==> src/rtl/load_store_unit_pkg.sv <==
// Shared definitions for the load/store unit: RV32I width/sign codes, FSM states
// and the funct3 legality check used by the alignment block.
package load_store_unit_pkg;

    localparam logic [2:0] LSU_FUNCT3_B  = 3'b000;
    localparam logic [2:0] LSU_FUNCT3_H  = 3'b001;
    localparam logic [2:0] LSU_FUNCT3_W  = 3'b010;
    localparam logic [2:0] LSU_FUNCT3_BU = 3'b100;
    localparam logic [2:0] LSU_FUNCT3_HU = 3'b101;

    typedef enum logic [1:0] {
        LSU_IDLE   = 2'b00,
        LSU_ACCESS = 2'b01,
        LSU_RESP   = 2'b10
    } lsu_state_e;

    // Unsigned variants exist only for loads; every other code is illegal.
    function automatic logic lsu_funct3_illegal(input logic is_store, input logic [2:0] funct3);
        logic illegal;
        case (funct3)
            LSU_FUNCT3_B, LSU_FUNCT3_H, LSU_FUNCT3_W: illegal = 1'b0;
            LSU_FUNCT3_BU, LSU_FUNCT3_HU:             illegal = is_store;
            default:                                  illegal = 1'b1;
        endcase
        return illegal;
    endfunction

endpackage

==> src/rtl/load_store_unit_align.sv <==
// Combinational lane logic: byte enables, store data replication, load extraction
// with sign/zero extension, and the misaligned/illegal access checks.
module lsu_align
    import load_store_unit_pkg::*;
(
    input  logic        is_store_i,
    input  logic [2:0]  funct3_i,
    input  logic [1:0]  addr_lo_i,
    input  logic [31:0] store_data_i,
    input  logic [31:0] rdata_i,
    output logic [3:0]  be_o,
    output logic [31:0] wdata_o,
    output logic [31:0] load_val_o,
    output logic        misaligned_o,
    output logic        illegal_o
);

    logic [31:0] lane_s;

    assign lane_s = rdata_i >> {addr_lo_i, 3'b000};

    // Lane mask and replicated write data; the low two funct3 bits give the size.
    always_comb begin
        be_o    = 4'b0000;
        wdata_o = 32'h0000_0000;
        case (funct3_i[1:0])
            2'b00: begin
                be_o    = 4'b0001 << addr_lo_i;
                wdata_o = {4{store_data_i[7:0]}};
            end
            2'b01: begin
                be_o    = 4'b0011 << {addr_lo_i[1], 1'b0};
                wdata_o = {2{store_data_i[15:0]}};
            end
            2'b10: begin
                be_o    = 4'b1111;
                wdata_o = store_data_i;
            end
            default: begin
                be_o    = 4'b0000;
                wdata_o = 32'h0000_0000;
            end
        endcase
    end

    // Load result extension from the selected lane.
    always_comb begin
        load_val_o = 32'h0000_0000;
        case (funct3_i)
            LSU_FUNCT3_B:  load_val_o = {{24{lane_s[7]}}, lane_s[7:0]};
            LSU_FUNCT3_H:  load_val_o = {{16{lane_s[15]}}, lane_s[15:0]};
            LSU_FUNCT3_W:  load_val_o = rdata_i;
            LSU_FUNCT3_BU: load_val_o = {24'h00_0000, lane_s[7:0]};
            LSU_FUNCT3_HU: load_val_o = {16'h0000, lane_s[15:0]};
            default:       load_val_o = 32'h0000_0000;
        endcase
    end

    // Illegal codes take precedence, so misaligned is only raised on legal widths.
    always_comb begin
        illegal_o    = lsu_funct3_illegal(is_store_i, funct3_i);
        misaligned_o = 1'b0;
        if (!illegal_o) begin
            misaligned_o = ((funct3_i[1:0] == 2'b01) && addr_lo_i[0]) ||
                           ((funct3_i[1:0] == 2'b10) && (addr_lo_i != 2'b00));
        end else begin
            misaligned_o = 1'b0;
        end
    end

endmodule

==> src/rtl/load_store_unit.sv <==
// RV32I memory stage: accepts one load/store at a time from execute, runs a req/ack
// bus cycle with timeout, and reports completion with a one-cycle done pulse.
module load_store_unit
    import load_store_unit_pkg::*;
#(
    parameter int TIMEOUT = 255
) (
    input  logic        clock,
    input  logic        reset,
    input  logic        start,
    input  logic        is_store,
    input  logic [2:0]  funct3,
    input  logic [31:0] address,
    input  logic [31:0] store_data,
    output logic        busy,
    output logic        done,
    output logic [31:0] load_data,
    output logic        misaligned,
    output logic        fault,
    output logic        mem_req,
    output logic        mem_we,
    output logic [31:0] mem_addr,
    output logic [31:0] mem_wdata,
    output logic [3:0]  mem_be,
    input  logic        mem_ack,
    input  logic [31:0] mem_rdata
);

    localparam int CNT_W = (TIMEOUT < 2) ? 1 : $clog2(TIMEOUT);

    lsu_state_e  state_q, state_d;
    logic [CNT_W-1:0] cnt_q, cnt_d;
    logic        is_store_q, is_store_d;
    logic [2:0]  funct3_q, funct3_d;
    logic [1:0]  addr_lo_q, addr_lo_d;
    logic [31:0] load_data_q, load_data_d;
    logic        misaligned_q, misaligned_d;
    logic        fault_q, fault_d;
    logic        mem_we_q, mem_we_d;
    logic [31:0] mem_addr_q, mem_addr_d;
    logic [31:0] mem_wdata_q, mem_wdata_d;
    logic [3:0]  mem_be_q, mem_be_d;

    logic        sel_live_s;
    logic        al_is_store_s;
    logic [2:0]  al_funct3_s;
    logic [1:0]  al_addr_lo_s;
    logic [3:0]  al_be_s;
    logic [31:0] al_wdata_s;
    logic [31:0] al_load_s;
    logic        al_misaligned_s;
    logic        al_illegal_s;

    // In IDLE the checks look at the incoming request; afterwards at the latched one.
    assign sel_live_s    = (state_q == LSU_IDLE);
    assign al_is_store_s = sel_live_s ? is_store      : is_store_q;
    assign al_funct3_s   = sel_live_s ? funct3        : funct3_q;
    assign al_addr_lo_s  = sel_live_s ? address[1:0]  : addr_lo_q;

    lsu_align u_align (
        .is_store_i   (al_is_store_s),
        .funct3_i     (al_funct3_s),
        .addr_lo_i    (al_addr_lo_s),
        .store_data_i (store_data),
        .rdata_i      (mem_rdata),
        .be_o         (al_be_s),
        .wdata_o      (al_wdata_s),
        .load_val_o   (al_load_s),
        .misaligned_o (al_misaligned_s),
        .illegal_o    (al_illegal_s)
    );

    // Next-state and datapath update for the IDLE/ACCESS/RESP sequence.
    always_comb begin
        state_d      = state_q;
        cnt_d        = cnt_q;
        is_store_d   = is_store_q;
        funct3_d     = funct3_q;
        addr_lo_d    = addr_lo_q;
        load_data_d  = load_data_q;
        misaligned_d = misaligned_q;
        fault_d      = fault_q;
        mem_we_d     = mem_we_q;
        mem_addr_d   = mem_addr_q;
        mem_wdata_d  = mem_wdata_q;
        mem_be_d     = mem_be_q;
        case (state_q)
            LSU_IDLE: begin
                if (start) begin
                    is_store_d = is_store;
                    funct3_d   = funct3;
                    addr_lo_d  = address[1:0];
                    if (al_illegal_s) begin
                        state_d     = LSU_RESP;
                        fault_d     = 1'b1;
                        load_data_d = 32'h0000_0000;
                    end else if (al_misaligned_s) begin
                        state_d      = LSU_RESP;
                        misaligned_d = 1'b1;
                        load_data_d  = 32'h0000_0000;
                    end else begin
                        state_d     = LSU_ACCESS;
                        cnt_d       = '0;
                        mem_we_d    = is_store;
                        mem_addr_d  = {address[31:2], 2'b00};
                        mem_wdata_d = al_wdata_s;
                        mem_be_d    = al_be_s;
                    end
                end else begin
                    state_d = LSU_IDLE;
                end
            end
            LSU_ACCESS: begin
                if (mem_ack) begin
                    state_d     = LSU_RESP;
                    load_data_d = is_store_q ? 32'h0000_0000 : al_load_s;
                end else if (cnt_q == CNT_W'(TIMEOUT - 1)) begin
                    state_d     = LSU_RESP;
                    fault_d     = 1'b1;
                    load_data_d = 32'h0000_0000;
                end else begin
                    cnt_d = cnt_q + CNT_W'(1);
                end
            end
            LSU_RESP: begin
                state_d      = LSU_IDLE;
                misaligned_d = 1'b0;
                fault_d      = 1'b0;
            end
            default: begin
                state_d      = LSU_IDLE;
                misaligned_d = 1'b0;
                fault_d      = 1'b0;
            end
        endcase
    end

    // State and datapath registers with synchronous reset.
    always_ff @(posedge clock) begin
        if (reset) begin
            state_q      <= LSU_IDLE;
            cnt_q        <= '0;
            is_store_q   <= 1'b0;
            funct3_q     <= 3'b000;
            addr_lo_q    <= 2'b00;
            load_data_q  <= 32'h0000_0000;
            misaligned_q <= 1'b0;
            fault_q      <= 1'b0;
            mem_we_q     <= 1'b0;
            mem_addr_q   <= 32'h0000_0000;
            mem_wdata_q  <= 32'h0000_0000;
            mem_be_q     <= 4'b0000;
        end else begin
            state_q      <= state_d;
            cnt_q        <= cnt_d;
            is_store_q   <= is_store_d;
            funct3_q     <= funct3_d;
            addr_lo_q    <= addr_lo_d;
            load_data_q  <= load_data_d;
            misaligned_q <= misaligned_d;
            fault_q      <= fault_d;
            mem_we_q     <= mem_we_d;
            mem_addr_q   <= mem_addr_d;
            mem_wdata_q  <= mem_wdata_d;
            mem_be_q     <= mem_be_d;
        end
    end

    assign busy       = (state_q != LSU_IDLE);
    assign done       = (state_q == LSU_RESP);
    assign mem_req    = (state_q == LSU_ACCESS);
    assign load_data  = load_data_q;
    assign misaligned = misaligned_q;
    assign fault      = fault_q;
    assign mem_we     = mem_we_q;
    assign mem_addr   = mem_addr_q;
    assign mem_wdata  = mem_wdata_q;
    assign mem_be     = mem_be_q;

endmodule

==> config.mk <==
export PLATFORM = sky130hd
export DESIGN_NAME = load_store_unit
export DESIGN_NICKNAME = d
export VERILOG_FILES = /design/src/rtl/load_store_unit_pkg.sv /design/src/rtl/load_store_unit_align.sv /design/src/rtl/load_store_unit.sv
export SDC_FILE = /design/constraint.sdc
export NUM_CORES = 1
export LEC_CHECK = 0
export BUFFER_PORTS_ARGS = -buffer_cell sky130_fd_sc_hd__buf_2
export CAP_MARGIN = 20
export CORE_MARGIN = 4
export CORE_UTILIZATION = 45
export DETAILED_ROUTE_END_ITERATION = 8
export PLACE_DENSITY = 0.85
export SLEW_MARGIN = 40
export SYNTH_ARGS = -nofsm -noshare
export SYNTH_HDL_FRONTEND = slang
export SYNTH_SLANG_ARGS = --single-unit
==> constraint.sdc <==
create_clock -name clock -period 3.15 [get_ports clock]
set_clock_uncertainty 0.15 [all_clocks]
set_input_delay 0.63 -clock clock [delete_from_list [all_inputs] [get_ports clock]]
set_output_delay 0.63 -clock clock [all_outputs]
set_load 0.02 [all_outputs]
==> results.md, run 1 <==
- Clock slew seen by the registers of the worst setup and hold paths: 0.06 ns
- Setup slack on the worst flop-to-flop path: 0.38 ns
- IO Count: 210
- RSZ-0062 raised after global routing: false
- Count of yosys warnings during synthesis: 0
- Leakage power: 3.26 nW
- Run status: finished clean
- Die width: 120 microns
- Number of global-route vias before repair: 5794
- Placer's final routability congestion estimate: 0.869
- Timing-limited maximum frequency: 0.361 GHz
- Final net count: 964
- Timing startpoint of the critical path: state_q[1]$_SDFFE_PP0N_
- Termination of the worst setup path: load_data[19]$_SDFFE_PP0P_
- EDFF count, synth: 0
- Kind of path behind the tightest hold check: flip-flop to flip-flop
- Power after layout: 4.63 mW
- Filler cells: 1126
- Critical Path End Type: flip-flop
- Power per unit of standard cell area: 632 mW/mm^2
- Core footprint: 0.0121 sq mm
- DR DRC count: 0
- Worst setup path category: flip-flop to flip-flop
- Share of power burned in the clock network: 39.6%
- Cell Count, Final, Fillers Out: 1039
- Routed length per placed instance: 16.8 microns
- Slowest CP cell: dfxtp_1
- Final worst path period need: 2.77 ns
- CTS tree: built
- Initial antenna violation count: 0
- Combinational power share: 24.4%
- Post-Syn Instances: 660
- Clock latency reported for the late side of the worst-skew pair: 0.41 ns
- Series of cell instances along the critical path: nor2_8 -> mux2_4 -> mux2_4 -> a32oi_2 -> o22ai_2 -> buf_4 -> a221o_1
- Area Overhead vs Synth: 30.8%
- Highest ir drop seen on vdd: 0.000419 V
- Avg Cell Area, Syn: 8.48 sq um
- Worst Hold Margin: 0.294 ns
- Final worst-path cycle share: 87.9%
- Pin count of the biggest net entering global routing: 76
- H-tree levels: 4
- Max-cap viol count: 0
- Global-route wire length before repair: 28500 microns
- Die ar.: 0.0143 sq mm
- Overall die height: 120 microns
- Switching power as a share of total power: 32.9%
- Reg-to-reg startpoint: state_q[1]$_SDFFE_PP0N_
- DRT Wirelength: 17400 microns
- Total net switching power: 1.52 mW
- Final worst slack: 0.383 ns
- Average vias per placed instance: 5.58
- Quantity of gates resized following cts: 0
- Number of hold-repair buffers added at the cts stage: 0
- Final HPWL DP: 12500 microns
- CP peak stage delay: 0.76 ns
- Maximum fanout encountered on the critical timing path: 17
- Pre-CTS WS: 0.394 ns
- Number of endpoints failing setup at the final stage: 0
- Input/output buffers: 207
- Final Hold Vio Count: 0
- Fraction of final layout cells sized beyond drive strength 1: 35.1%
- Reg2Reg Capture Point: load_data[19]$_SDFFE_PP0P_
- Transition time at the pin with the least slew margin: 0.689 ns
- Total congestion overflow: 0
- Maximum root-to-sink buffer count: 2
- Clk sink count: 117
- Asr flop ratio synth: 0%
- Initial DRC Count: 397
- Internal power: 3.11 mW
- Total count of max-transition violations in the final report: 0
- Number of buffers created by CTS: 17
- Worst Path Required: 3.30 ns
- Starting density of the core: 46.2%
- Top cells by area, synth: dfxtp_1 (42%), nand2_1 (9.7%), a21oi_1 (7.2%)
- Clock root cell: clkbuf_16
- Ant diodes: 0
- Remaining number of nets flagged by the antenna check after routing: 0
- R2R cell count: 7
- Site Rows: 40
- Detailed-route via count: 5801
- Cell taking the most area after synthesis: dfxtp_1
- Number of distinct standard cells referenced by the synthesized netlist: 76
- Total routing resource utilization after global routing: 24.3%
- Setup TNS after final layout: 0 ns
- Post-synthesis instance area: 0.00560 sq mm
- Register area share after synthesis: 41.9%
- Worst path most repeated cell: mux2_4
- Slew headroom: 54.0%
- Sort of element at the start of the critical path: flip-flop
- Top flip-flop cell by instance count after synthesis: dfxtp_1
- Power share of the sequential group: 36.1%
- Register bit count reported by yosys: 117
- Cell count after placement: 1007
- Share of the synthesized area in the top cell type: 41.9%
- Total iterations of the first detailed-routing run: 5
- Number of buffers inserted by post-CTS setup repair: 0
- Worst EP arrival: 2.91 ns
[sequential cells by signal, indices dropped and copies added (netlist names)]
signal / count
addr_lo_q: 2
cnt_q: 8
fault: 1
funct3_q: 3
is_store_q: 1
load_data: 32
mem_addr: 30
mem_be: 4
mem_wdata: 32
mem_we: 1
misaligned: 1
state_q: 2
[cell usage after synthesis (all sizes together) (5+ instances only)]
master,count
nand3,17
nor2,43
a21oi,80
clkbuf,20
nand2,144
a31oi,11
a221o,16
a211o,5
o211ai,6
dfxtp,117
a211oi,10
mux2,5
inv,9
nor3,25
buf,32
a221oi,16
xnor2,7
nand2b,6
o21ai,28
[stage by stage]
step | instance area, sq um | util, %
final | 7320 | 60.4
after global routing | 7320 | 60.4
after CTS | 7320 | 60.4
after floorplan | 5600 | -
after global placement | 6760 | 55.8
after detailed placement | 6760 | 55.8
[area by class of cell]
class                   count  area [sq um]  share of cell area [%]
multi-input cells         483          2940                    40.1
repair buffers            230          1230                    16.9
clock inverters            13           123                    1.67
clock buffers              19           443                    6.05
inverters                   9          33.8                   0.461
flip-flops and latches    117          2340                    32.0
well taps                 168           210                    2.87
[cell families (layout without fill, tap and decap cells)]
logic type	count (synthesis)	after routing	synth area share, %
multiplexers	9	9	1.86
adder cells (fa/ha/maj)	2	2	0.447
buffers and inverters	61	271	6.04
other	1	2	0.0670
AO/OA/AOI/OAI	204	204	27.3
flip-flops	117	117	41.9
XOR/XNOR	7	7	1.10
AND/OR/NAND/NOR	259	259	21.4
[power by group through the flow]
stage                     registers, mW  logic (mW)  clock network (mW)
after global routing               1.68        1.24                1.93
final                              1.67        1.13                1.83
after detailed placement           1.70        1.12                   0
after global placement             1.69        1.10                   0
after floorplan                    1.80       0.656                   0
after CTS                          1.67        1.12                1.85
[worst max-delay path, delay by kind of cell, from the launching register on]
family                 cells  cell delay (ns)
buffers and inverters      1             0.21
muxes                      2             0.72
DFF                        1             0.76
and+or+nand+nor            1             0.18
AOI/OAI and AO/OA          3             0.64
[cells in the final DEF (no fill, tap or decap), drive strengths merged, types with 3 or more instances in the layout]
master / netlist / routed
mux2i: 4 / 4
buf: 32 / 230
a221oi: 16 / 16
nand2: 144 / 144
o221a: 3 / 3
a211o: 5 / 5
nor2: 43 / 43
nand2b: 6 / 6
nor4b: 3 / 3
and2: 3 / 3
a31oi: 11 / 11
o211ai: 6 / 6
o22a: 4 / 4
a221o: 16 / 16
nor3: 25 / 25
nor4: 3 / 3
a22o: 4 / 4
o21ai: 28 / 28
a211oi: 10 / 10
mux2: 5 / 5
xnor2: 7 / 7
a21oi: 80 / 80
nand3: 17 / 17
clkbuf: 20 / 19
inv: 9 / 13
dfxtp: 117 / 117
clkinv: 0 / 7
[per-layer routing]
| metal | routed length (microns) | track usage (%) | part of all wire (%) | vias to the layer above |
|---|---|---|---|---|
| li1 | - | - | - | 2778 |
| met1 | 7130 | 28.7 | 41 | 2717 |
| met2 | 8300 | 40.4 | 48 | 261 |
| met3 | 1510 | 7.92 | 8.7 | 45 |
| met4 | 465 | 10.6 | 2.7 | 0 |
| met5 | 0 | 0 | 0 | - |
[how the worst min path moves through the flow]
stage / depth (start not counted) / slack (ns) / start / to
2_1_floorplan: 2 / 0.32 / funct3_q[1]$_SDFFE_PP0P_ / funct3_q[1]$_SDFFE_PP0P_
5_1_grt: 3 / 0.29 / address[22] / mem_addr[22]$_SDFFE_PP0P_
3_5_place_dp: 2 / 0.29 / load_data[4]$_SDFFE_PP0P_ / load_data[4]$_SDFFE_PP0P_
4_1_cts: 3 / 0.29 / address[24] / mem_addr[24]$_SDFFE_PP0P_
3_3_place_gp: 2 / 0.28 / load_data[5]$_SDFFE_PP0P_ / load_data[5]$_SDFFE_PP0P_
6_report: 2 / 0.29 / load_data[4]$_SDFFE_PP0P_ / load_data[4]$_SDFFE_PP0P_
No activity file was read; power rests on OpenSTA's default activity.
==> run 2, diff against run 1 <==
--- a/config.mk
+++ b/config.mk
@@ -12,2 +12,3 @@
 export DETAILED_ROUTE_END_ITERATION = 8
+export MAX_ROUTING_LAYER = met4
 export PLACE_DENSITY = 0.85
==> constraint.sdc (replaced) <==
create_clock -name clock -period 3.15 [get_ports clock]
set_clock_uncertainty 0.15 [all_clocks]
set_input_delay 0.1575 -clock clock [delete_from_list [all_inputs] [get_ports clock]]
set_output_delay 0.1575 -clock clock [all_outputs]
set_load 0.02 [all_outputs]
==> run 2 against run 1 <==
Flip-flop and latch count did not move. Critical path depth is 1 lower. Worst setup slack got worse by 0.11 ns. Die area is the same. Sequential power barely moved. Routed wire length increased by 19%. Maximum frequency fell by 3.8%.
==> results.md, run 2 (synthesized netlist as in run 1, its figures left out) <==
- Clock root cell: clkbuf_16
- Kind of path behind the tightest hold check: input port to flip-flop
- Commonest cells after routing, fill and taps aside: buf_2 (207), nand2_1 (144), dfxtp_1 (117)
- Total routing resource utilization after global routing: 29.8% (+5.5 points)
- Final Hold Vio Count: 0 (unchanged)
- Pin count of the biggest net entering global routing: 76 (unchanged)
- Power per unit of standard cell area: 591 mW/mm^2 (-6.5%)
- DR DRC count: 0 (unchanged)
- Slew headroom: 53.3% (-0.72 points)
- Final worst-path cycle share: 91.3% (+3.5 points)
- Die width: 120 microns (unchanged)
- GRT met1 Usage: 33.9% (+5.2 points)
- Total number of cells along the worst setup path: 6 (-1)
- Max-cap viol count: 0 (unchanged)
- Routed length per placed instance: 18.3 microns (+9.1%)
- Worst setup path category: flip-flop to flip-flop
- Number of endpoints failing setup at the final stage: 0 (unchanged)
- IO Count: 210 (unchanged)
- Cell count after placement: 1005 (-0.20%)
- Worst Path Required: 3.35 ns (+0.05 ns)
- Reg-to-reg startpoint: state_q[1]$_SDFFE_PP0N_
- Total congestion overflow: 0 (unchanged)
- Global-route track usage on met2: 47.6% (+7.2 points)
- Detailed-route via count: 6489 (+12%)
- Setup TNS after final layout: 0 ns (unchanged)
- Setup slack on the worst flop-to-flop path: 0.27 ns (-0.11 ns)
- Worst Hold Margin: 0.0460 ns (-0.248 ns)
- Reg2Reg Capture Point: load_data[22]$_SDFFE_PP0P_
- Timing-limited maximum frequency: 0.348 GHz (-3.8%)
- Number of buffers created by CTS: 17 (unchanged)
- Layer carrying the most global-route usage: met2
- Clk sink count: 117 (unchanged)
- Area Overhead vs Synth: 48.5%
- Total count of max-transition violations in the final report: 0 (unchanged)
- Maximum fanout encountered on the critical timing path: 17 (unchanged)
- Final HPWL DP: 12200 microns (-1.9%)
- Placer's final routability congestion estimate: 0.907 (+4.4%)
- H-tree levels: 4 (unchanged)
- Die ar.: 0.0143 sq mm (unchanged)
- Critical path buffers and inverters: 0 (-1)
- Transition time at the pin with the least slew margin: 0.701 ns (+0.0118 ns)
- Global routing met3 resource utilization: 8.48% (+0.57 points)
- Initial DRC Count: 727 (+83%)
- Termination of the worst setup path: load_data[22]$_SDFFE_PP0P_
- Most common library cell in the layout ignoring fill and taps: buf_2
- Remaining number of nets flagged by the antenna check after routing: 0 (unchanged)
- Worst EP arrival: 3.08 ns (+0.17 ns)
- Fraction of final layout cells sized beyond drive strength 1: 31.3% (-3.9 points)
- RSZ-0062 raised after global routing: false
- Number of global-route vias before repair: 6560 (+13%)
- CP peak stage delay: 0.61 ns (-0.15 ns)
- Initial antenna violation count: 1 (+1)
- Average vias per placed instance: 5.72 (+2.5%)
- Number of buffers inserted by post-CTS setup repair: 0 (unchanged)
- Input/output buffers: 207 (unchanged)
- Overall die height: 120 microns (unchanged)
- Critical Path End Type: flip-flop
- Cell family with most CP delay: compound AO/OA/AOI/OAI gates
- Highest ir drop seen on vdd: 0.000454 V (+8.3%)
- Cell Count, Final, Fillers Out: 1134 (+9.1%)
- Slowest CP cell: o22ai_2
- Maximum root-to-sink buffer count: 2 (unchanged)
- Final worst path period need: 2.88 ns (+0.110 ns)
- R2R cell count: 6 (-1)
- Leakage power: 3.65 nW (+12%)
- Sort of element at the start of the critical path: flip-flop
- Timing startpoint of the critical path: state_q[1]$_SDFFE_PP0N_
- Core footprint: 0.0121 sq mm (unchanged)
- Global-route wire length before repair: 33200 microns (+16%)
- Run status: finished clean
- Starting density of the core: 46.2% (unchanged)
- Series of cell instances along the critical path: nor2_8 -> mux2_2 -> a21boi_4 -> nand2_1 -> o22ai_2 -> a221o_1
- DRT Wirelength: 20700 microns (+19%)
- CTS tree: built
- Final net count: 1058 (+9.8%)
- Site Rows: 40 (unchanged)
- Clock latency reported for the late side of the worst-skew pair: 0.41 ns (about the same)
- Total iterations of the first detailed-routing run: 6 (+1)
- Clock slew seen by the registers of the worst setup and hold paths: 0.05 ns (about the same)
==> run 2: how the worst min path moves through the flow <==
stage / slack [ns] / from / to / cells past startpoint
2_1_floorplan: 0.14 / funct3[1] / funct3_q[1]$_SDFFE_PP0P_ / 2
3_3_place_gp: 0.25 / address[11] / mem_addr[11]$_SDFFE_PP0P_ / 3
3_5_place_dp: 0.25 / address[10] / mem_addr[10]$_SDFFE_PP0P_ / 3
4_1_cts: 0.03 / start / fault$_SDFFE_PP0P_ / 4
5_1_grt: 0.06 / start / fault$_SDFFE_PP0P_ / 4
6_report: 0.05 / start / fault$_SDFFE_PP0P_ / 4
==> run 2: routing by layer <==
| metal | vias up | routed length (microns) |
|---|---|---|
| met2 | 417 | 9970 |
| met1 | 2998 | 7820 |
| met5 | - | 0 |
| li1 | 2970 | - |
| met3 | 104 | 1850 |
| met4 | 0 | 1080 |
==> run 2: worst reg2reg max path: cells and delay by family, from the launching register on <==
kind	cells	cell delay, ns
flip-flops	1	0.51
AND/OR/NAND/NOR	2	0.49
multiplexers	1	0.56
AO/OA/AOI/OAI	3	1.13
==> run 2: what timing repair did <==
action | 4_1_cts | 5_1_grt
setup endpoints to repair | 0 | 7
resized for setup | 0 | 1
hold endpoints to repair | 97 | 0
hold buffers | 96 | 0
==> run 2: power breakdown <==
part	switching, mW	internal [mW]	total (mW)
combinational	0.777	0.473	1.25
clock	0.670	1.32	1.99
sequential	0.0795	1.59	1.67
total	1.53	3.39	4.91
==> run 2: final cells by class <==
type                            count  area, sq um
Fill cell                         892         3800
Multi-Input combinational cell    483         2940
Sequential cell                   117         2340
Timing Repair Buffer              324         2170
Clock buffer                       23          488
Tap cell                          168          210
Clock inverter                      7          121
Inverter                            9         33.8
Antenna cell                        3         7.51
==> run 2: per-stage QoR <==
| stage | util (%) | setup slack (ns) | power [mW] | cell area (sq um) |
|---|---|---|---|---|
| CTS | 68.5 | 0.210 | 4.86 | 8300 |
| global placement | 55.5 | 0.324 | 2.79 | 6730 |
| global route | 68.6 | 0.0715 | 5.11 | 8300 |
| detailed placement | 55.5 | 0.217 | 2.80 | 6730 |
| finish | 68.6 | 0.273 | 4.91 | 8310 |
| floorplan | - | 0.859 | 2.46 | 5600 |
